$ cat config.mk
export PLATFORM = sky130hd
export DESIGN_NAME = psum_accum
export DESIGN_NICKNAME = d
export VERILOG_FILES = /design/src/rtl/acc_pkg.sv /design/src/rtl/psum_bank.sv /design/src/rtl/psum_accum.sv
export SDC_FILE = /design/constraint.sdc
export NUM_CORES = 2
export LEC_CHECK = 0
export ABC_CLOCK_PERIOD_IN_PS = 53200
export CAP_MARGIN = 5
export CORE_UTILIZATION = 40
export DETAILED_ROUTE_END_ITERATION = 7
export GPL_TIMING_DRIVEN = 0
export PLACE_DENSITY = 0.62
export RECOVER_POWER = 25
export SYNTH_ARGS = -nofsm -noshare
export SYNTH_HDL_FRONTEND = slang
export SYNTH_SLANG_ARGS = --single-unit
$ cat constraint.sdc
create_clock -name clk -period 53.2 [get_ports clk]
set_input_delay 13.3 -clock clk [delete_from_list [all_inputs] [get_ports clk]]
set_output_delay 13.3 -clock clk [all_outputs]
set_load 0.05 [all_outputs]
$ cat src/rtl/acc_pkg.sv
// acc_pkg: shared defaults and the saturating adder for the partial-sum accumulator.
package acc_pkg;
    localparam int TILE_LEN = 16;
    localparam int LANES_DEF = 8;
    localparam int IW_DEF = 20;
    localparam int AW_DEF = 32;

    typedef struct packed {
        logic              sat;
        logic signed [63:0] val;
    } sat_t;

    // Operands arrive sign-extended to 64 bits; the result is clamped to the signed aw-bit range.
    function automatic sat_t sat_add(input logic signed [63:0] a, input logic signed [63:0] b, input int aw);
        logic signed [63:0] s;
        logic signed [63:0] mx;
        logic signed [63:0] mn;
        sat_t r;
        s = a + b;
        mx = (64'sd1 <<< (aw - 1)) - 64'sd1;
        mn = -mx - 64'sd1;
        r.sat = (s > mx) || (s < mn);
        r.val = (s > mx) ? mx : (s < mn) ? mn : s;
        return r;
    endfunction
endpackage

$ cat src/rtl/psum_bank.sv
// psum_bank: tile-deep register file, one combinational read port and one synchronous write port.
module psum_bank #(
    parameter int W = 256,
    parameter int DEPTH = 16,
    localparam int XW = $clog2(DEPTH)
) (
    input  logic          clk,
    input  logic          we,
    input  logic [XW-1:0] waddr,
    input  logic [W-1:0]  wdata,
    input  logic [XW-1:0] raddr,
    output logic [W-1:0]  rdata
);
    logic [W-1:0] mem_q [DEPTH];

    always_ff @(posedge clk) begin
        if (we) mem_q[waddr] <= wdata;
    end

    assign rdata = mem_q[raddr];
endmodule

$ cat src/rtl/psum_accum.sv
// psum_accum: accumulates PE partial sums across channel passes and emits final sums over valid/ready.
module psum_accum
    import acc_pkg::*;
#(
    parameter int LANES = LANES_DEF,
    parameter int IW = IW_DEF,
    parameter int AW = AW_DEF,
    parameter int TILE = TILE_LEN
) (
    input  logic                clk,
    input  logic                rst,
    input  logic                stall,
    input  logic                p_valid,
    input  logic                last_ch,
    input  logic [LANES*IW-1:0] psum_in,
    output logic                out_valid,
    input  logic                out_ready,
    output logic [LANES*AW-1:0] out_data,
    output logic [3:0]          out_idx,
    output logic                out_last,
    output logic                stall_req,
    output logic                err_overrun,
    output logic                sat_flag
);
    localparam int XW = $clog2(TILE);

    logic [XW-1:0]       idx_q, idx_d, oidx_q, oidx_d;
    logic                first_q, first_d, ov_q, ov_d, err_q, err_d, sat_q, sat_d;
    logic [LANES*AW-1:0] od_q, od_d, rd, sum;
    logic [LANES-1:0]    lane_sat;
    logic                acc, fin, ovr, load, wrap;

    psum_bank #(.W(LANES*AW), .DEPTH(TILE)) u_bank (
        .clk  (clk),
        .we   (acc & ~last_ch),
        .waddr(idx_q),
        .wdata(sum),
        .raddr(idx_q),
        .rdata(rd)
    );

    // The first pass of a tile ignores whatever the bank holds.
    for (genvar k = 0; k < LANES; k++) begin : g_lane
        sat_t r;
        logic [63-AW:0] unused_hi;
        assign r = sat_add(first_q ? 64'sd0 : 64'(signed'(rd[k*AW +: AW])),
                           64'(signed'(psum_in[k*IW +: IW])), AW);
        assign sum[k*AW +: AW] = r.val[AW-1:0];
        assign lane_sat[k] = r.sat;
        assign unused_hi = r.val[63:AW];
    end

    always_comb begin
        acc = p_valid & ~stall;
        fin = acc & last_ch;
        ovr = fin & ov_q & ~out_ready;
        load = fin & ~ovr;
        wrap = idx_q == XW'(TILE - 1);
        idx_d = acc ? (wrap ? '0 : idx_q + 1'b1) : idx_q;
        first_d = (acc & wrap) ? last_ch : first_q;
        ov_d = load | (ov_q & ~out_ready);
        od_d = load ? sum : od_q;
        oidx_d = load ? idx_q : oidx_q;
        err_d = err_q | ovr;
        sat_d = sat_q | (acc & (|lane_sat));
    end

    always_ff @(posedge clk) begin
        if (rst) begin
            idx_q <= '0;
            first_q <= 1'b1;
            ov_q <= 1'b0;
            od_q <= '0;
            oidx_q <= '0;
            err_q <= 1'b0;
            sat_q <= 1'b0;
        end else begin
            idx_q <= idx_d;
            first_q <= first_d;
            ov_q <= ov_d;
            od_q <= od_d;
            oidx_q <= oidx_d;
            err_q <= err_d;
            sat_q <= sat_d;
        end
    end

    assign out_valid = ov_q;
    assign out_data = od_q;
    assign out_idx = 4'(oidx_q);
    assign out_last = ov_q & (oidx_q == XW'(TILE - 1));
    assign stall_req = ov_q & ~out_ready;
    assign err_overrun = err_q;
    assign sat_flag = sat_q;
endmodule

Word level (Yosys, flattened, before mapping) --
Memory sizes are Yosys's and may differ from the RTL's. A register that Yosys moved wholly into a read port is not among the register bits. Index checks and enable logic that the tools add are counted. Widths: inputs -> output; s select.
Storage, ports and cells: register bits after elaboration 268, bits in latches 0, RAM bits 4096, memory bits (read-only) 0, input bits 166, output and inout port bits 265, word-level logic and storage cells 90, memories 1
Cells by class: add/subtract/negate cells 9, multipliers 0, div/mod/pow operators 0, magnitude comparators 16, equality and inequality tests 2, shift-type cells 0, multiplexer cells 29, bitwise logic cells 17, reductions and logical operators 9
Memory list:
- u_bank.mem_q | words 16, width 256, rd ports 1, clocked after memory_dff 1, wr ports 1, RTL line psum_bank.sv:14 | logic [W-1:0] mem_q [DEPTH];
Operators with widths (number):
- $add 64x20->64 | 8
- $gt 64x32->1 const B | 8
- $lt 64x32->1 const B | 8
- $mux 32 | 16
- $mux 64 | 8
- $mux 4 | 3
- $and 1x1->1 | 10
- $eq 4x4->1 const B | 2
- $logic_or 1x1->1 | 8
- $reduce_or 8->1 | 1
- $add 4x1->4 const B | 1
- $not 1->1 | 4
- $or 1x1->1 | 3
- $mux 1 | 2

Logic depth before layout (Yosys ltp) --
depth after elaboration 8, depth in mapped cells 27, gate-level depth less buffers 22

Modules after synthesis --
A second synthesis with hierarchy kept.
Unflattened totals: cells, all modules 10007, area total of the unflattened synthesis 179911.3 um2
Modules (own cells, without submodules):
- psum_bank | instances 1, cells each 6392, area each 153472.2 um2, seq. area each 122998.0 um2
- psum_accum | instances 1, cells each 3615, area each 26439.1 um2, seq. area each 5365.1 um2

Least setup slack after synthesis --
No wires, ideal clock.
path kind in2reg, start input p_valid, end memory u_bank.mem_q[7][0] (enable), arrival 39.745 ns, data required time 51.613 ns, path slack 11.868 ns, cell stages on the path 4, buffers on the path 1, cells stage by stage nor2b_1 > clkbuf_1 > nand2_1 > nor4b_1
Between the ends: word-level cells in the longest chain between the ends 4
Ends and longest elaborated chain:
- start: declaration | RTL line psum_accum.sv:13 | input logic p_valid,
- $and 1x1->1 | RTL line psum_accum.sv:54 | acc = p_valid & ~stall;
- $and 1x1->1 | RTL line psum_accum.sv:35 | .we (acc & ~last_ch),
- $mux 1 | RTL line psum_bank.sv:17 | if (we) mem_q[waddr] <= wdata;
- $mux 1 (implied by the code) | RTL line psum_bank.sv:17
- end: declaration | RTL line psum_bank.sv:14
No other way between the ends.

Final worst setup path --
start input out_ready, end output stall_req
Between the ends: word-level cells in the longest chain between the ends 2
Ends and longest elaborated chain:
- start: declaration | RTL line psum_accum.sv:17 | input logic out_ready,
- $not 1->1 | RTL line psum_accum.sv:92 | assign stall_req = ov_q & ~out_ready;
- $and 1x1->1 | RTL line psum_accum.sv:92
- end: declaration | RTL line psum_accum.sv:21 | output logic stall_req,
No other way between the ends.

==> results.md <==
* Max-slew headroom at -1.68
* Total Nets Final at roughly 11000
* Reg2reg start: idx_q[3]
* Violated checks: max-capacitance violations, max-slew violations
* Finished Layout Cells at between 15000 and 20000
* # clock sinks at around 4400
* LEAKAGE at about 66 nW
* RSZ-0062 raised after global routing: false
* Mapped Area at ~180000 um2
* Area grow syn2layout at 16.5%
* Seq pwr share at 0.516
* Core Area at ~450000 um2
* Max Cap Viol at 80
* RR Endpoint: u_bank.mem_q[10][109]
* Layout cells sized above 1 at 0.209
* Maximum fanout along the worst path at 3
* Sw frac at 0.225
* Tot GR Track Use at 0.240
* # resized after CTS at 0
* Synth Flop Type: edfxtp_1
* CTS tree: done
* Comb power frac at 0.063
* Hold Path Stages at 2
* Remaining antenna violation count at 0
* Power Internal at 5.74 mW
* Net Sw Power at around 1.7 mW
* Die area at 452000 um2
* Period utilisation layout at 0.535
* Htree depth at 5
* FFs w/ async S/R, synth at 0
* Crit path capture type: output pin
* Worst EP arrival at roughly 15 ns
* Residual DRC at 0
* Starting density of the core at 0.403
* Post-synth EDFFs at a little over 4000
* CTS Hold Bufs at 0
* Total wire length at between 500000 and 600000 um
* Clk pwr share at 0.421
* Pre-CTS setup slack at between 20 and 25 ns
* Period minus WS final at 28.47 ns
* PortBufs at approximately 430
* Worst hold start: out_data[221]
* Vias per Instance at ~5.9
* Syn Area/Cell at between 15 and 20 um2
* YS warnings at 0
* Fill count at 36900
* GP Congestion at ~0.91
* Gr ovfl total at 0
* Worst Path Required at about 40 ns
* Max Fclk at approximately 0.035 GHz
* Top Ports at about 430
* CP Launch Type: input port
* DPL Wire Length at between 300000 and 400000 um
* Clock Tree Buf Depth at 4
* DRT Pass-1 Iters at 7
* Worst setup margin at ~25 ns
* Multi-input gate area at 48900 um2
* Fin. Hold Viols at 0
* Worst setup path category: in2out
* Worst-path clk slew at about 0.060 ns
* Status: complete, but fails checks
* Seq. cell area at 128000 um2
* Setup TNS at 0 ns
* Worst clock skew at 0.0861 ns
* # setup viols final at 0
* Final Power at between 7 and 8 mW
* 1st-iter DRT viols at approximately 13000
* Pwr/cell area at 35.4 nW/um2
* Register-to-Register Path Depth at 7
* Netlist cell types at slightly above 90
* # Post-CTS Setup Buffers at 0
* Vias in the first global route at roughly 100k
* Root Driver: clkbuf_16
* WL per Instance at 33.0 um
* Largest net degree at the start of global routing at 43
* Reg2reg setup slack at 42.35 ns
* Synthesis-stage register bit count at 4368
* First-pass GRT wire length at about 760000 um
* Rows at approximately 250
* Die height at 672 um
* Max-slew violations at ~2200
* Register area share after synthesis at 0.715
* Post-Syn Nets at around 10000
* Die span in x at ~670 um
* DP Cell Count at between 15000 and 20000
* Worst Hold Endpoint: out_data[221]
* CTS buffer count at between 400 and 500
* Clk_lat worst skew at approximately 1.0 ns
* Peak VDD IR at 0.0272 mV
* Tightest Hold Check Type: reg2reg
* Mapped Cells at just over 9000
* Initial antenna violation count at 35
* Slew @ Worst Pin at ~4.0 ns
* DR vias at about 100000
-- stage by stage --
step	hold slack (ns)	util	cell area [um2]
after floorplan	0.489	-	180000
after global placement	0.449	0.429	191000
after detailed placement	0.446	0.440	196000
after CTS	0.458	0.472	211000
after global routing	0.471	0.469	209000
final	0.454	0.469	209000
-- placed cells by master (no fill, tap or decap), types with 63 or more instances in the layout --
cell             instances
mux4_2                1264
nor2_1                 343
clkinv_2                78
xor2_1                  63
clkbuf_16              454
a211oi_1                67
nor2b_1                283
clkbuf_1               506
dfxtp_1                272
ha_1                   260
clkinv_1                83
a21o_1                 272
edfxtp_1              4096
nand2_1                439
inv_1                  114
nor3_1                 107
clkdlybuf4s50_1        371
a21oi_1                358
o21ai_0                115
xnor2_1                136
-- state kept, by name, summed over array words and instances, names as in the netlist, named ones only --
name and cells:
first_q 1, err_overrun 1, out_idx 4, sat_flag 1, idx_q 4, u_bank.mem_q 4096
out_valid 1, out_data 256
-- power by group through the flow --
stage	registers [mW]	logic, mW	clock network, mW
after floorplan	3.92	0.247	0
after global placement	3.90	0.447	0
after detailed placement	3.90	0.467	0
after CTS	3.82	0.468	3.15
after global routing	3.82	0.491	3.28
final	3.83	0.467	3.12
-- synth_stat cells (44+ instances only) --
library cell     n  area share
buf_1           58      0.0012
o21bai_1        48      0.0020
a21oi_1        358       0.010
o21ai_1         44      0.0012
a211oi_1        69      0.0029
o21ai_0        117      0.0033
clkbuf_1       368      0.0077
nor2b_1        283      0.0099
edfxtp_1      4096        0.68
buf_2           44      0.0012
nor2_1         343      0.0072
xor2_1          63      0.0031
xnor2_1        136      0.0066
nand2_1        439      0.0092
dfxtp_1        272       0.030
nand3_1         48      0.0013
a21o_1         272       0.011
ha_1           260       0.018
mux4_2        1264        0.16
inv_1          114      0.0024
nor3_1         108      0.0030
o21a_1          50      0.0021
-- cell families (layout without fill, tap and decap cells) --
kind of cell | count (synthesis) | in the layout | share of synthesized area
compound gates | 1190 | 1190 | 0.0445
xor+xnor | 199 | 199 | 0.00970
fa+ha+maj | 276 | 276 | 0.0199
buf+inv | 592 | 2108 | 0.0130
flops | 4368 | 4368 | 0.715
mux | 1290 | 1290 | 0.160
other cells | 0 | 37 | 0
simple gates | 1415 | 1415 | 0.0379
-- critical path, stage by stage --
cell             delay [ns]
clkdlybuf4s50_1        0.39
nand2b_1               0.31
inv_1                  0.31
clkdlybuf4s50_1        0.86
-- metal layers --
layer  GRT usage  vias up  wire length (um)
met2       0.390     5348            265000
met3      0.0465      995             49400
met4       0.122       10             32000
met1       0.310    52900            208000
li1            -    40600                 -
met5           0        -                60
-- how the worst max path moves through the flow --
stage | from | endpoint | slack [ns]
2_1_floorplan | p_valid | u_bank.mem_q[7][0] | 11.87
3_3_place_gp | p_valid | u_bank.mem_q[7][113] | -28.73
3_5_place_dp | out_ready | stall_req | 24.71
4_1_cts | out_ready | stall_req | 24.71
5_1_grt | out_ready | stall_req | 24.72
6_report | out_ready | stall_req | 24.73
-- layout make-up --
type,instances,share of cell area
clock buffer,563,0.0574
inverter,114,0.00205
multi-input combinational,4370,0.234
timing repair buffer,692,0.0353
clock inverter,261,0.0122
tap,5928,0.0355
antenna,37,0.000443
sequential,4368,0.614
buffer,478,0.00936
Power figures use the tool's default switching activity.
